File: src/rtl/iocntl_pkg.sv
// Shared types and constants for the DRAM I/O read arbiter.
package iocntl_pkg;

    typedef enum logic [1:0] {
        ST_IDLE  = 2'd0,
        ST_ISSUE = 2'd1,
        ST_WAIT  = 2'd2
    } arb_state_e;

    localparam int TIMEOUT_DEFAULT = 64;
    localparam int ADDR_W          = 28;
    localparam int WORD_W          = 16;
    localparam int WORDS           = 8;
    localparam int DATA_W          = WORD_W * WORDS;

endpackage : iocntl_pkg

File: src/rtl/iocntl_arb_rr_pick.sv
// Combinational round-robin picker: rotate requests so the search starts
// just after last_owner, isolate the lowest set bit, rotate back.
module rr_pick #(
    parameter int N     = 4,
    parameter int IDX_W = 2
) (
    input  logic [N-1:0]     req,
    input  logic [IDX_W-1:0] last_owner,
    output logic [N-1:0]     gnt,
    output logic             any
);

    logic [IDX_W-1:0] start_s;
    logic [2*N-1:0]   dbl_req_s;
    logic [2*N-1:0]   dbl_gnt_s;
    logic [N-1:0]     rot_req_s;
    logic [N-1:0]     rot_gnt_s;

    // Rotate, pick lowest requester in rotated order, rotate the winner back.
    always_comb begin
        start_s   = (last_owner == IDX_W'(N - 1)) ? {IDX_W{1'b0}} : last_owner + IDX_W'(1);
        dbl_req_s = {req, req} >> start_s;
        rot_req_s = dbl_req_s[N-1:0];
        rot_gnt_s = rot_req_s & (~rot_req_s + N'(1));
        dbl_gnt_s = {rot_gnt_s, rot_gnt_s} << start_s;
        gnt       = dbl_gnt_s[2*N-1:N];
        any       = |req;
    end

endmodule : rr_pick

File: src/rtl/iocntl_arb.sv
// Round-robin read arbiter: funnels NUM_CLIENTS requesters onto a single
// DRAM I/O controller read port, one read outstanding at a time, with timeout.
module iocntl_arb
    import iocntl_pkg::*;
#(
    parameter int NUM_CLIENTS = 4,
    parameter int TIMEOUT     = TIMEOUT_DEFAULT
) (
    input  logic                          clock,
    input  logic                          reset,
    input  logic [NUM_CLIENTS-1:0]        cli_req,
    input  logic [NUM_CLIENTS*ADDR_W-1:0] cli_addr,
    output logic [NUM_CLIENTS-1:0]        cli_gnt,
    output logic [NUM_CLIENTS-1:0]        cli_valid,
    output logic [NUM_CLIENTS-1:0]        cli_err,
    output logic [DATA_W-1:0]             cli_data,
    output logic [ADDR_W-1:0]             rd_addr,
    output logic                          rd_req,
    input  logic                          rd_gnt,
    input  logic                          rd_valid,
    input  logic [DATA_W-1:0]             rd_data,
    output logic                          stray
);

    localparam int IDX_W = (NUM_CLIENTS > 1) ? $clog2(NUM_CLIENTS) : 1;
    localparam int CNT_W = $clog2(TIMEOUT + 1);

    arb_state_e               state_r, state_s;
    logic [IDX_W-1:0]         last_owner_r, last_owner_s;
    logic [CNT_W-1:0]         cnt_r, cnt_s;
    logic                     rd_req_r, rd_req_s;
    logic [ADDR_W-1:0]        rd_addr_r, rd_addr_s;
    logic [NUM_CLIENTS-1:0]   cli_gnt_r, cli_gnt_s;
    logic [NUM_CLIENTS-1:0]   cli_valid_r, cli_valid_s;
    logic [NUM_CLIENTS-1:0]   cli_err_r, cli_err_s;
    logic                     stray_r, stray_s;
    logic [DATA_W-1:0]        cli_data_r, cli_data_s;

    logic [NUM_CLIENTS-1:0]   pick_s;
    logic                     pick_any_s;
    logic [IDX_W-1:0]         pick_idx_s;
    logic [ADDR_W-1:0]        pick_addr_s;
    logic [NUM_CLIENTS-1:0]   owner_onehot_s;
    logic [CNT_W-1:0]         cnt_inc_s;
    logic                     timeout_hit_s;

    rr_pick #(
        .N     (NUM_CLIENTS),
        .IDX_W (IDX_W)
    ) u_rr_pick (
        .req        (cli_req),
        .last_owner (last_owner_r),
        .gnt        (pick_s),
        .any        (pick_any_s)
    );

    // Winner index/address decode and timeout compare.
    always_comb begin
        pick_idx_s = {IDX_W{1'b0}};
        for (int i = 0; i < NUM_CLIENTS; i++) begin
            pick_idx_s = pick_idx_s | (pick_s[i] ? IDX_W'(i) : {IDX_W{1'b0}});
        end
        pick_addr_s    = cli_addr[ADDR_W*int'(pick_idx_s) +: ADDR_W];
        owner_onehot_s = {{(NUM_CLIENTS-1){1'b0}}, 1'b1} << last_owner_r;
        cnt_inc_s      = cnt_r + CNT_W'(1);
        timeout_hit_s  = (cnt_inc_s == CNT_W'(TIMEOUT));
    end

    // Next-state and next-output logic; pulses default low every cycle.
    always_comb begin
        state_s      = state_r;
        last_owner_s = last_owner_r;
        cnt_s        = cnt_r;
        rd_req_s     = rd_req_r;
        rd_addr_s    = rd_addr_r;
        cli_gnt_s    = {NUM_CLIENTS{1'b0}};
        cli_valid_s  = {NUM_CLIENTS{1'b0}};
        cli_err_s    = {NUM_CLIENTS{1'b0}};
        stray_s      = 1'b0;
        cli_data_s   = cli_data_r;

        case (state_r)
            ST_IDLE: begin
                stray_s = rd_valid;
                if (pick_any_s) begin
                    state_s      = ST_ISSUE;
                    last_owner_s = pick_idx_s;
                    cli_gnt_s    = pick_s;
                    rd_req_s     = 1'b1;
                    rd_addr_s    = pick_addr_s;
                    cnt_s        = {CNT_W{1'b0}};
                end else begin
                    state_s = ST_IDLE;
                end
            end
            ST_ISSUE: begin
                cnt_s = cnt_inc_s;
                if (rd_gnt && rd_valid) begin
                    state_s     = ST_IDLE;
                    rd_req_s    = 1'b0;
                    cli_data_s  = rd_data;
                    cli_valid_s = owner_onehot_s;
                end else if (timeout_hit_s) begin
                    state_s   = ST_IDLE;
                    rd_req_s  = 1'b0;
                    cli_err_s = owner_onehot_s;
                end else if (rd_gnt) begin
                    state_s  = ST_WAIT;
                    rd_req_s = 1'b0;
                end else begin
                    // A response before the controller accepted anything is unowned.
                    stray_s = rd_valid;
                end
            end
            ST_WAIT: begin
                cnt_s = cnt_inc_s;
                if (rd_valid) begin
                    state_s     = ST_IDLE;
                    cli_data_s  = rd_data;
                    cli_valid_s = owner_onehot_s;
                end else if (timeout_hit_s) begin
                    state_s   = ST_IDLE;
                    rd_req_s  = 1'b0;
                    cli_err_s = owner_onehot_s;
                end else begin
                    state_s = ST_WAIT;
                end
            end
            default: begin
                state_s  = ST_IDLE;
                rd_req_s = 1'b0;
            end
        endcase
    end

    // State and registered-output bank.
    always_ff @(posedge clock or posedge reset) begin
        if (reset) begin
            state_r      <= ST_IDLE;
            last_owner_r <= IDX_W'(NUM_CLIENTS - 1);
            cnt_r        <= {CNT_W{1'b0}};
            rd_req_r     <= 1'b0;
            rd_addr_r    <= {ADDR_W{1'b0}};
            cli_gnt_r    <= {NUM_CLIENTS{1'b0}};
            cli_valid_r  <= {NUM_CLIENTS{1'b0}};
            cli_err_r    <= {NUM_CLIENTS{1'b0}};
            stray_r      <= 1'b0;
            cli_data_r   <= {DATA_W{1'b0}};
        end else begin
            state_r      <= state_s;
            last_owner_r <= last_owner_s;
            cnt_r        <= cnt_s;
            rd_req_r     <= rd_req_s;
            rd_addr_r    <= rd_addr_s;
            cli_gnt_r    <= cli_gnt_s;
            cli_valid_r  <= cli_valid_s;
            cli_err_r    <= cli_err_s;
            stray_r      <= stray_s;
            cli_data_r   <= cli_data_s;
        end
    end

    assign cli_gnt   = cli_gnt_r;
    assign cli_valid = cli_valid_r;
    assign cli_err   = cli_err_r;
    assign cli_data  = cli_data_r;
    assign rd_addr   = rd_addr_r;
    assign rd_req    = rd_req_r;
    assign stray     = stray_r;

endmodule : iocntl_arb

File: config.mk
export PLATFORM = sky130hd
export DESIGN_NAME = iocntl_arb
export DESIGN_NICKNAME = d
export VERILOG_FILES = /design/src/rtl/iocntl_pkg.sv /design/src/rtl/iocntl_arb_rr_pick.sv /design/src/rtl/iocntl_arb.sv
export SDC_FILE = /design/constraint.sdc
export NUM_CORES = 1
export LEC_CHECK = 0
export ABC_AREA = 1
export BUFFER_PORTS_ARGS = -buffer_cell sky130_fd_sc_hd__buf_2
export CAP_MARGIN = 20
export CORE_AREA = 2 2 160 162
export CTS_CLUSTER_DIAMETER = 100
export DETAILED_ROUTE_END_ITERATION = 12
export DIE_AREA = 0 0 162 164
export HOLD_SLACK_MARGIN = 0.15
export PLACE_DENSITY = 0.63
export SYNTH_ARGS = -nofsm -noshare
export SYNTH_HDL_FRONTEND = slang
export SYNTH_SLANG_ARGS = --single-unit
File: constraint.sdc
create_clock -name clock -period 5.4 [get_ports clock]
set_input_delay 0.27 -clock clock [delete_from_list [all_inputs] [get_ports clock]]
set_output_delay 0.27 -clock clock [all_outputs]
set_load 0.1 [all_outputs]
== Yosys cells after proc, flatten, opt, wreduce, memory -nomap -nowiden ==
Cells that the tools add are included.

* Add/subtract/negate cells: 3
* Multiply operators: 1
* Eq/ne operators: 10
* Shift-type cells: 4
* Mux-type cells: 36
* Bitwise gates (word level): 4
* Reductions and logical operators: 10

{| class="wikitable"
|+ Operators with widths
! operator !! number
|-
| $mux 128 || 2
|-
| $pmux 128 s2 || 1
|-
| $shiftx 112x8->28 || 1
|-
| $mux 4 || 7
|-
| $mux 2 || 8
|-
| $pmux 4 s2 || 2
|-
| $pmux 7 s2 || 1
|-
| $mux 1 || 11
|-
| $ne 2x2->1 const B || 5
|-
| $shl 8x2->8 || 1
|-
| $shr 8x2->4 || 1
|-
| $add 7x1->7 const B || 1
|-
| $eq 7x7->1 const B || 1
|-
| $mux 7 || 1
|-
| $pmux 2 s3 || 1
|-
| $mul 3x2->5 const A || 1
|-
| $add 4x1->4 const B || 1
|-
| $and 4x4->4 || 1
|-
| $eq 2x2->1 const B || 2
|-
| $ne 4x4->1 const B || 1
|-
| $not 4->4 || 1
|-
| $reduce_and 2->1 || 2
|-
| $reduce_and 4->1 || 1
|-
| $reduce_bool 2->1 || 2
|-
| 12 further kinds || 12
|}

* Flip-flop bits (word level): 181
* Input bits: 248
* Logic and storage cells: 78

== Logic depth before layout (Yosys ltp) ==
Gate-level depths: netlist of the first run.

* Depth in word-level cells: 12
* Depth in mapped cells: 19
* Gate-level depth less buffers: 16

== Hierarchy ==
From an unflattened synthesis of the first run, not the netlist that was laid out.

* Cell total of the unflattened synthesis: 741
* Area total of the unflattened synthesis: 8,607.0 um^2

{| class="wikitable"
|+ Modules (own cells, without submodules)
! module !! times used !! cells each !! area an instance (um^2) !! seq. area each (um^2)
|-
| iocntl_arb || 1 || 686 || 8,345.5 || 4,531.8
|-
| rr_pick || 1 || 55 || 261.5 || 0.0
|}

== Worst setup path after synthesis of the first run ==
Ideal clock, no wire load.

* Kind: register to register
* Start: reg last_owner_r[0]
* End: reg rd_addr_r[27], in the netlist rd_addr[27]
* Setup time: 0.120 ns
* Arrival: 2.151 ns
* Required time: 5.280 ns
* Setup slack: 3.129 ns
* Stages on the path, launching flop included: 18
* Path buffers: 3
* Period minus slack after synthesis: 2.271 ns
* Cells stage by stage: dfstp_2 inv_2 ha_1 inv_1 buf_2 nand3_1 nand2_2 nand2_1 nand2_4 nand3_2 buf_6 buf_6 nand2_1 nand2_1 inv_2 nand2_1 nand3_1 nand2_1

* Longest elaborated chain between the ends: 12

{| class="wikitable"
|+ RTL lines
! item !! line !! source
|-
| start, declared || iocntl_arb.sv:29 || <nowiki>logic [IDX_W-1:0] last_owner_r, last_owner_s;</nowiki>
|-
| start signal, assigned || iocntl_arb.sv:140 || <nowiki>last_owner_r <= IDX_W'(NUM_CLIENTS - 1);</nowiki>
|-
| start signal, assigned || iocntl_arb.sv:151 || <nowiki>last_owner_r <= last_owner_s;</nowiki>
|-
| $add 2x1->2 / $eq 2x2->1 (equally long branches) || iocntl_arb_rr_pick.sv:21 || <nowiki>start_s = (last_owner == IDX_W'(N - 1)) ? {IDX_W{1'b0}} : last_owner + IDX_W'(1);</nowiki>
|-
| $mux 2 (*) || iocntl_arb_rr_pick.sv:21 ||
|-
| $shr 8x2->4 || iocntl_arb_rr_pick.sv:22 || <nowiki>dbl_req_s = {req, req} >> start_s;</nowiki>
|-
| $not 4->4 || iocntl_arb_rr_pick.sv:24 || <nowiki>rot_gnt_s = rot_req_s & (~rot_req_s + N'(1));</nowiki>
|-
| $add 4x1->4 || iocntl_arb_rr_pick.sv:24 ||
|-
| $and 4x4->4 || iocntl_arb_rr_pick.sv:24 ||
|-
| $shl 8x2->8 (*) || iocntl_arb_rr_pick.sv:25 || <nowiki>dbl_gnt_s = {rot_gnt_s, rot_gnt_s} << start_s;</nowiki>
|-
| $mux 1 / $mux 2 (equally long branches) || iocntl_arb.sv:61 || <nowiki>pick_idx_s = pick_idx_s | (pick_s[i] ? IDX_W'(i) : {IDX_W{1'b0}});</nowiki>
|-
| $or 1x2->2 || iocntl_arb.sv:61 ||
|-
| $or 2x2->2 (*) || iocntl_arb.sv:61 ||
|-
| $mul 3x2->5 (*) || iocntl_arb.sv:63 || <nowiki>pick_addr_s = cli_addr[ADDR_W*int'(pick_idx_s) +: ADDR_W];</nowiki>
|-
| $shiftx 112x8->28 (*) || iocntl_arb.sv:63 ||
|-
| end signal, assigned || iocntl_arb.sv:143 || <nowiki>rd_addr_r <= {ADDR_W{1'b0}};</nowiki>
|-
| end signal, assigned || iocntl_arb.sv:154 || <nowiki>rd_addr_r <= rd_addr_s;</nowiki>
|-
| end, declared || iocntl_arb.sv:32 || <nowiki>logic [ADDR_W-1:0] rd_addr_r, rd_addr_s;</nowiki>
|}

Mark *: on every way between the ends. The rest lies on a longest branch, timed or not.
A chain may end at the register's enable or synchronous reset.

== Worst setup path after layout of the first run ==
* Start: reg last_owner_r[0]
* End: reg rd_addr_r[9], in the netlist rd_addr[9]

Same word-level chain as after synthesis.

==> out/metrics.cfg, run 1 <==
[logic_synthesis]
synth.net_count = 1151
yosysUniqueCellTypes = 34
syn_area_um2 = 8730
ys_warn_count = 0
avgSynthCellArea_um2 = 9.76
ys_ff_latch = 181
syn-instance-count = 894
ys_seq_area_frac = 0.519

[floorplanning]
initial_core_util = 0.352
dieArea_um2 = 26600
num_rows = 58
die_h_um = 164
pin_count = 418
fp.dieW_um = 162
coreArea_um2 = 24800

[place]
gp_congestion = 0.829
hpwl_um = 19300
pre_cts_ws_ps = 1200
dpl-instance-area_um2 = 11000
port_buffers = 417

[worst_setup_path]
critical_path.cell_chain = inv_2 -> ha_1 -> inv_1 -> nand3_1 -> nand2_1 -> nand4_2 -> buf_4 -> nand3_1 -> nand2_1 -> nand2_2 -> inv_2 -> nand2_1 -> nand3_1 -> nand2_1
cpMostUsedCell = nand2_1
end_kind = register
slowest_delay_ps = 570
critPathTopFamily = simple AND/OR/NAND/NOR gates
r2r_cells = 14
worstPathMaxFanout = 46
worstReg2RegEnd = rd_addr[9]
crit_slowest_cell = dfstp_2
startpoint_type = register
r2r_slack_ps = 1200
required_ps = 5760
arrival_ps = 4560
critPathBufInv = 4
r2r-start = last_owner_r[0]
crit_type = reg2reg

[timing]
rsz0062_at_grt = no
skew_ps = 13.6
setup_viol = 0
slew_headroom = 0.328
fmaxAchievable_ghz = 0.238
hold_viol = 0
period_share = 0.778
tns_ps = 0
drv_slew = 0
setup_ws_ps = 1200
timing.final.crit_period_ps = 4200
worst_pin_slew_ps = 1010

[clock_tree]
insertion_delay_ps = 420
path_clk_slew_ps = 80
cts_resized = 0
cts.root.buffer_cell = clkbuf_16
numCtsBuffers = 17
cts_tree = done
clk_path_buf_depth = 2
htreeDepth = 4
cts.sinks = 181

[route]
viasPerCell = 4.64
drc_errors = 0
wl_per_cell_um = 15.6
drtPass1Iterations = 4
ant_nets = 0
drt-initial-drc-count = 371
vias = 8170
wl_um = 27500

[global_route]
grt_overflow = 0
grt_use_total = 0.200
grt_max_degree = 117
grt_pass1_wl_um = 41600
first_global_vias = 8106
antenna_found_initial = 2

[worst_hold_path]
hold_depth = 7
whs_endpoint = rd_addr[2]
min_from = cli_addr[30]
hold_class = in2reg

[layout]
nNetsFinal = 1671
mostFrequentLayoutCells = buf_2 (417), nand2_1 (272), dfrtp_1 (179), dlygate4sd3_1 (131), mux2_2 (128)
finish.utilization = 0.519
final_common_cell = buf_2
drive_gt1_frac = 0.424
fin_area_um2 = 12900
syn_to_final_growth_pct = 47.6
seq_area_um2 = 4530
fillers = 2285
multi_input_area_um2 = 3550

[outcome]
run_status = finished clean

[flow_run]
drv_cap = 0

## final cells by class
type,instances,share of cell area
flip-flops and latches,181,0.352
inverters,87,0.0259
clock inverters,14,0.0121
repair buffers,554,0.269
diodes,2,0.000388
well taps,330,0.0320
multi-input cells,573,0.276
clock buffers,18,0.0333
## registers in the layout (all words and copies together), names as in the netlist
name and cells:
cli_err 4, cli_valid 4, cnt_r 7, rd_req 1, stray 1, cli_data 128, state_r 2, cli_gnt 4
rd_addr 28, last_owner_r 2
## worst max-delay path by stage
| stage | depth (start not counted) | end | from | slack [ps] |
|---|---|---|---|---|
| 2_1_floorplan | 1 | cli_data[0] | reset | 220 |
| 3_3_place_gp | 14 | rd_addr[9] | last_owner_r[0] | 1230 |
| 3_5_place_dp | 14 | rd_addr[9] | last_owner_r[0] | 1200 |
| 4_1_cts | 14 | rd_addr[9] | last_owner_r[0] | 1150 |
| 5_1_grt | 14 | rd_addr[9] | last_owner_r[0] | 880 |
| 6_report | 14 | rd_addr[9] | last_owner_r[0] | 1200 |
## synth_stat cells (all sizes together)
cell,number,area [um^2]
or2,1,6.26
o31ai,1,7.51
dfrtp,179,4480
xor2,4,35.0
nand2,279,1070
nor4,1,6.26
dfstp,2,52.6
nand3b,1,7.51
o21ai,10,50.1
mux2,128,1440
nand3,57,308
a31oi,1,6.26
inv,86,323
a21boi,1,7.51
nor2,9,43.8
clkinv,1,3.75
clkbuf,7,26.3
nand4,57,363
ha,9,113
a22o,2,17.5
a21oi,1,5.00
nor3,11,55.1
buf,46,298
## per-layer routing
metal	GRT usage	up-vias	wire length (um)
met5	0	-	0
met4	0.0700	0	684
met3	0.0571	46	1960
met2	0.359	330	14000
met1	0.227	3827	10800
li1	-	3967	-
## per-stage QoR
| step | cells | hold WS (ps) |
|---|---|---|
| detailed placement | 1593 | 463 |
| floorplan | 894 | 419 |
| CTS | 1756 | 215 |
| finish | 1759 | 240 |
| global placement | 1593 | 460 |
| global route | 1759 | 231 |
## kinds of logic (layout without fill, tap and decap cells)
| family | count (synthesis) | count (layout) | share of synthesized area |
|---|---|---|---|
| adder cells (fa/ha/maj) | 9 | 9 | 0.0129 |
| AO/OA/AOI/OAI | 16 | 16 | 0.0108 |
| XOR/XNOR | 4 | 4 | 0.00401 |
| buffers and inverters | 140 | 673 | 0.0745 |
| multiplexers | 128 | 128 | 0.165 |
| flip-flops | 181 | 181 | 0.519 |
| other | 0 | 2 | 0 |
| AND/OR/NAND/NOR | 416 | 416 | 0.214 |
## timing repair
action / in CTS / in global routing
hold endpoints to repair: 243 / 0
buffers inserted: 0 / 0
hold buffers: 131 / 0
## tightest hold or removal path, stage by stage
cell and delay [ps]:
buf_2 80, nand2_1 40, nand2_1 50, inv_1 30, nand2_1 50, nand3_1 60, nand2_1 50
Power of run 1 is not shown: default switching activity piles up to over one toggle a cycle in this logic, so the estimate is an artifact.
==> run 2, diff against run 1 <==
clock period = 3.56 ns   (was 5.4 ns; I/O delays follow)
==> run 2 against run 1 <==
  * First-iteration DRC count up 3.8%
  * Sequential cell count unchanged
  * Design area grew 4.0%
  * Clock skew fell by 1.5 ps
  * Die area stayed put
==> out/metrics.cfg, run 2 (same netlist as run 1, synthesis figures left out) <==
[route]
wl_met1_um = 10900
ant_nets = 0
drt-initial-drc-count = 385
viasPerCell = 4.64
top_layer_used = met4
drtPass1Iterations = 4
vias = 8387
drc_errors = 0
wl_per_cell_um = 15.8
dr_wl_met2_um = 14700
wl_um = 28600
route.met3.wl_um = 2140

[worst_setup_path]
startpoint_type = register
required_ps = 3880
arrival_ps = 3540
critPathBufInv = 3
crit_start = last_owner_r[0]
worstPathMaxFanout = 28
r2r-start = last_owner_r[0]
slowest_delay_ps = 580
critPathTopFamily = simple AND/OR/NAND/NOR gates
critical_path.cell_chain = inv_2 -> ha_1 -> inv_1 -> nand3_1 -> nand2_2 -> nand2_1 -> nand2_2 -> nand2_4 -> nand2_1 -> nand2_1 -> nand2_2 -> inv_2 -> nand2_1 -> nand3_1 -> nand2_1
cpMostUsedCell = nand2_1
crit_type = reg2reg
end_kind = register
crit_slowest_cell = dfstp_2

[timing]
rsz0062_at_grt = no
tns_ps = 0
worst_pin_slew_ps = 1010
skew_ps = 12.1
slew_headroom = 0.328
fmaxAchievable_ghz = 0.311
timing.final.crit_period_ps = 3220
hold_viol = 0
period_share = 0.904
drv_slew = 0
setup_viol = 0

[floorplanning]
pin_count = 418
initial_core_util = 0.352
coreArea_um2 = 24800
num_rows = 58
dieArea_um2 = 26600
die_h_um = 164
fp.dieW_um = 162

[global_route]
grt_overflow = 0
grt_pass1_wl_um = 43400
antenna_found_initial = 8
first_global_vias = 8410
grt_max_degree = 74
grt_use_total = 0.209

[clock_tree]
cts.sinks = 181
insertion_delay_ps = 430
numCtsBuffers = 17
cts_setup_buffers = 0
clk_path_buf_depth = 2
path_clk_slew_ps = 70
cts_tree = done
htreeDepth = 4
cts.root.buffer_cell = clkbuf_16

[layout]
nNetsFinal = 1714
final_common_cell = buf_2
syn_to_final_growth_pct = 53.5
seq_area_um2 = 4530
drive_gt1_frac = 0.418
largest_reg_flops = 128
multi_input_area_um2 = 3550
mostFrequentLayoutCells = buf_2 (417), nand2_1 (272), dfrtp_1 (179), dlygate4sd3_1 (166), mux2_2 (128)
fillers = 2210

[outcome]
run_status = finished clean

[place]
gp_congestion = 0.795
hpwl_um = 20100
port_buffers = 417

[worst_hold_path]
hold_class = in2reg
min_from = cli_addr[43]

[flow_run]
drv_cap = 0

run 2: cell types whose count changed in the layout (fill, tap and decap cells not counted), sizes merged:
| cell | change |
|---|---|
| dlygate4sd3 | +35 |
| buf | +8 |
| diode | +7 |
| clkinv | +2 |
| inv | -2 |
run 2: timing repair:
| action | in CTS | in global routing |
|---|---|---|
| endpoints found under the setup margin | 0 | 0 |
| endpoints found under the hold margin | 196 | 0 |
| hold buffers | 166 | 0 |
| resized for setup | 0 | 0 |
run 2: per-stage QoR:
stage | setup WS, ps | std cells | hold WS (ps) | utilization | instance area, um^2
after CTS | 359 | 1799 | 150 | 0.538 | 13400
after floorplan | 1060 | 894 | 327 | - | 8730
final | 342 | 1809 | 172 | 0.540 | 13400
after global routing | 31.1 | 1808 | 190 | 0.540 | 13400
after detailed placement | 366 | 1601 | 413 | 0.446 | 11100
after global placement | 438 | 1601 | 410 | 0.446 | 11100
run 2: tightest hold or removal path, delay by kind of cell:
| kind | cells | cell delay (ps) |
|---|---|---|
| buffers and inverters | 2 | 120 |
| AND/OR/NAND/NOR | 5 | 270 |
run 2: path summary, 6_finish.rpt:
path	endpoint	slack [ps]	cells past startpoint
worst max-delay path	rd_addr[20]	340	15
worst min-delay path	rd_addr[15]	170	7
worst max register to register	rd_addr[20]	340	15
worst min register to register	rd_addr[22]	480	2
max in group asynchronous	cli_data[14]	2450	5
min in group asynchronous	cli_data[49]	340	3
run 2: cell type report:
type | instances | share of cell area
multi-input cells | 573 | 0.265
diodes | 9 | 0.00168
clock inverters | 14 | 0.0131
flip-flops and latches | 181 | 0.338
well taps | 330 | 0.0308
inverters | 87 | 0.0246
repair buffers | 597 | 0.294
clock buffers | 18 | 0.0328
run 2: per-layer routing:
layer,up-vias,track usage
met1,3921,0.228
met4,0,0.0752
met3,54,0.0609
met5,-,0
li1,4068,-
met2,344,0.385
Power of run 2 is left out for the same reason.
==> run 3, diff against run 2 <==
--- a/config.mk
+++ b/config.mk
@@ -16,2 +16,3 @@
 export PLACE_DENSITY = 0.63
+export REMOVE_ABC_BUFFERS = 1
 export SYNTH_ARGS = -nofsm -noshare
==> constraint.sdc (replaced) <==
create_clock -name clock -period 3.56 [get_ports clock]
set_input_delay 0.356 -clock clock [delete_from_list [all_inputs] [get_ports clock]]
set_output_delay 0.356 -clock clock [all_outputs]
set_load 0.1 [all_outputs]
==> run 3 against run 2 <==
  * Via count decreased by 3.8%
  * Routed wire length decreased by 4.3%
  * Clock-buffer cell count decreased by 1
  * Critical path type unchanged
  * Critical endpoint is now rd_addr[13]
==> out/metrics.cfg, run 3 (same netlist as run 1, synthesis figures left out) <==
[layout]
finish.utilization = 0.515
mostFrequentLayoutCells = buf_2 (417), nand2_1 (272), dfrtp_1 (179), mux2_2 (128), dlygate4sd3_1 (115)
final_common_cell = buf_2
largest_reg_flops = 128
final_cells = 1752
drive_gt1_frac = 0.432
nNetsFinal = 1662
syn_to_final_growth_pct = 46.5

[place]
dp_cells = 1601
hpwl_um = 19600
port_buffers = 417
gp_congestion = 0.824

[floorplanning]
pin_count = 418
initial_core_util = 0.352
num_rows = 58
coreArea_um2 = 24800
die_h_um = 164
fp.dieW_um = 162
dieArea_um2 = 26600

[clock_tree]
clk_path_buf_depth = 2
numCtsBuffers = 17
cts.sinks = 181
insertion_delay_ps = 430
hold_buffers = 108
cts_tree = done
htreeDepth = 4
cts.root.buffer_cell = clkbuf_16
cts_setup_buffers = 0
cts_resized = 0
path_clk_slew_ps = 80

[worst_setup_path]
worstPathMaxFanout = 56
crit_start = last_owner_r[0]
r2r_slack_ps = 490
worstReg2RegEnd = rd_addr[13]
crit_end = rd_addr[13]
r2r-start = last_owner_r[0]
r2r_cells = 15
required_ps = 3930
arrival_ps = 3450
crit_type = reg2reg
startpoint_type = register
end_kind = register

[timing]
period_share = 0.864
skew_ps = 17.3
setup_viol = 0
rsz0062_at_grt = no
timing.final.crit_period_ps = 3070
fmaxAchievable_ghz = 0.325
tns_ps = 0
worst_pin_slew_ps = 949
slew_headroom = 0.366
hold_viol = 0
drv_slew = 0

[global_route]
met3_usage = 0.0604
antenna_found_initial = 6
first_global_vias = 7906
grt_use_total = 0.197
grt_pass1_wl_um = 40800
grt_max_degree = 106
grt.met2_usage = 0.356
grt_use_met1 = 0.220
grt_overflow = 0
grt-busiest-layer = met2

[route]
drc_errors = 0
viasPerCell = 4.60
wl_per_cell_um = 15.6
drt-initial-drc-count = 288
wl_um = 27300
vias = 8065
ant_nets = 0
drtPass1Iterations = 6

[outcome]
run_status = finished clean

[flow_run]
drv_cap = 0

[worst_hold_path]
hold_class = in2reg

-- run 3: cell types whose count changed in the layout (fill, tap and decap cells not counted), sizes merged --
cell / delta
buf: -1
clkbuf: -1
clkinv: +1
clkinvlp: -1
diode: -4
dlygate4sd3: -51
-- run 3: area by class of cell --
type	count	area (um^2)
flip-flops and latches	181	4530
well taps	330	413
clock inverters	14	158
repair buffers	545	3360
multi-input cells	573	3550
inverters	87	334
fillers	2199	12000
clock buffers	17	425
diodes	5	12.5
-- run 3: metrics by stage --
step | cell area [um^2] | hold slack, ps | worst slack [ps]
4_1_cts | 12700 | 150 | 538
6_report | 12800 | 166 | 485
3_3_place_gp | 11000 | 460 | 621
2_1_floorplan | 8410 | 486 | -1710
3_5_place_dp | 11000 | 460 | 555
5_1_grt | 12800 | 151 | 256
-- run 3: worst min path at each step --
stage / from / end / cells after the start
3_5_place_dp: rd_addr[12] / rd_addr[12] / 2
6_report: rd_data[28] / cli_data[28] / 2
4_1_cts: rd_data[96] / cli_data[96] / 2
2_1_floorplan: cnt_r[0] / cnt_r[0] / 1
3_3_place_gp: rd_addr[9] / rd_addr[9] / 2
5_1_grt: rd_data[46] / cli_data[46] / 2
-- run 3: critical path, stage by stage (launching register included) --
cell,delay (ps)
dfstp_2,580
inv_2,80
ha_1,510
inv_1,280
nand3_1,170
nand2_2,90
nand2_1,90
nand2_2,60
nand2_4,70
buf_4,460
nand4_1,240
nand2_1,110
inv_1,40
nand2_1,50
nand3_1,70
nand2_1,70
-- run 3: routing by layer --
layer	vias up	share of wire
li1	3949	-
met2	327	0.51
met5	-	0.00048
met1	3743	0.38
met4	2	0.021
met3	44	0.082
Power of run 3 is left out for the same reason.
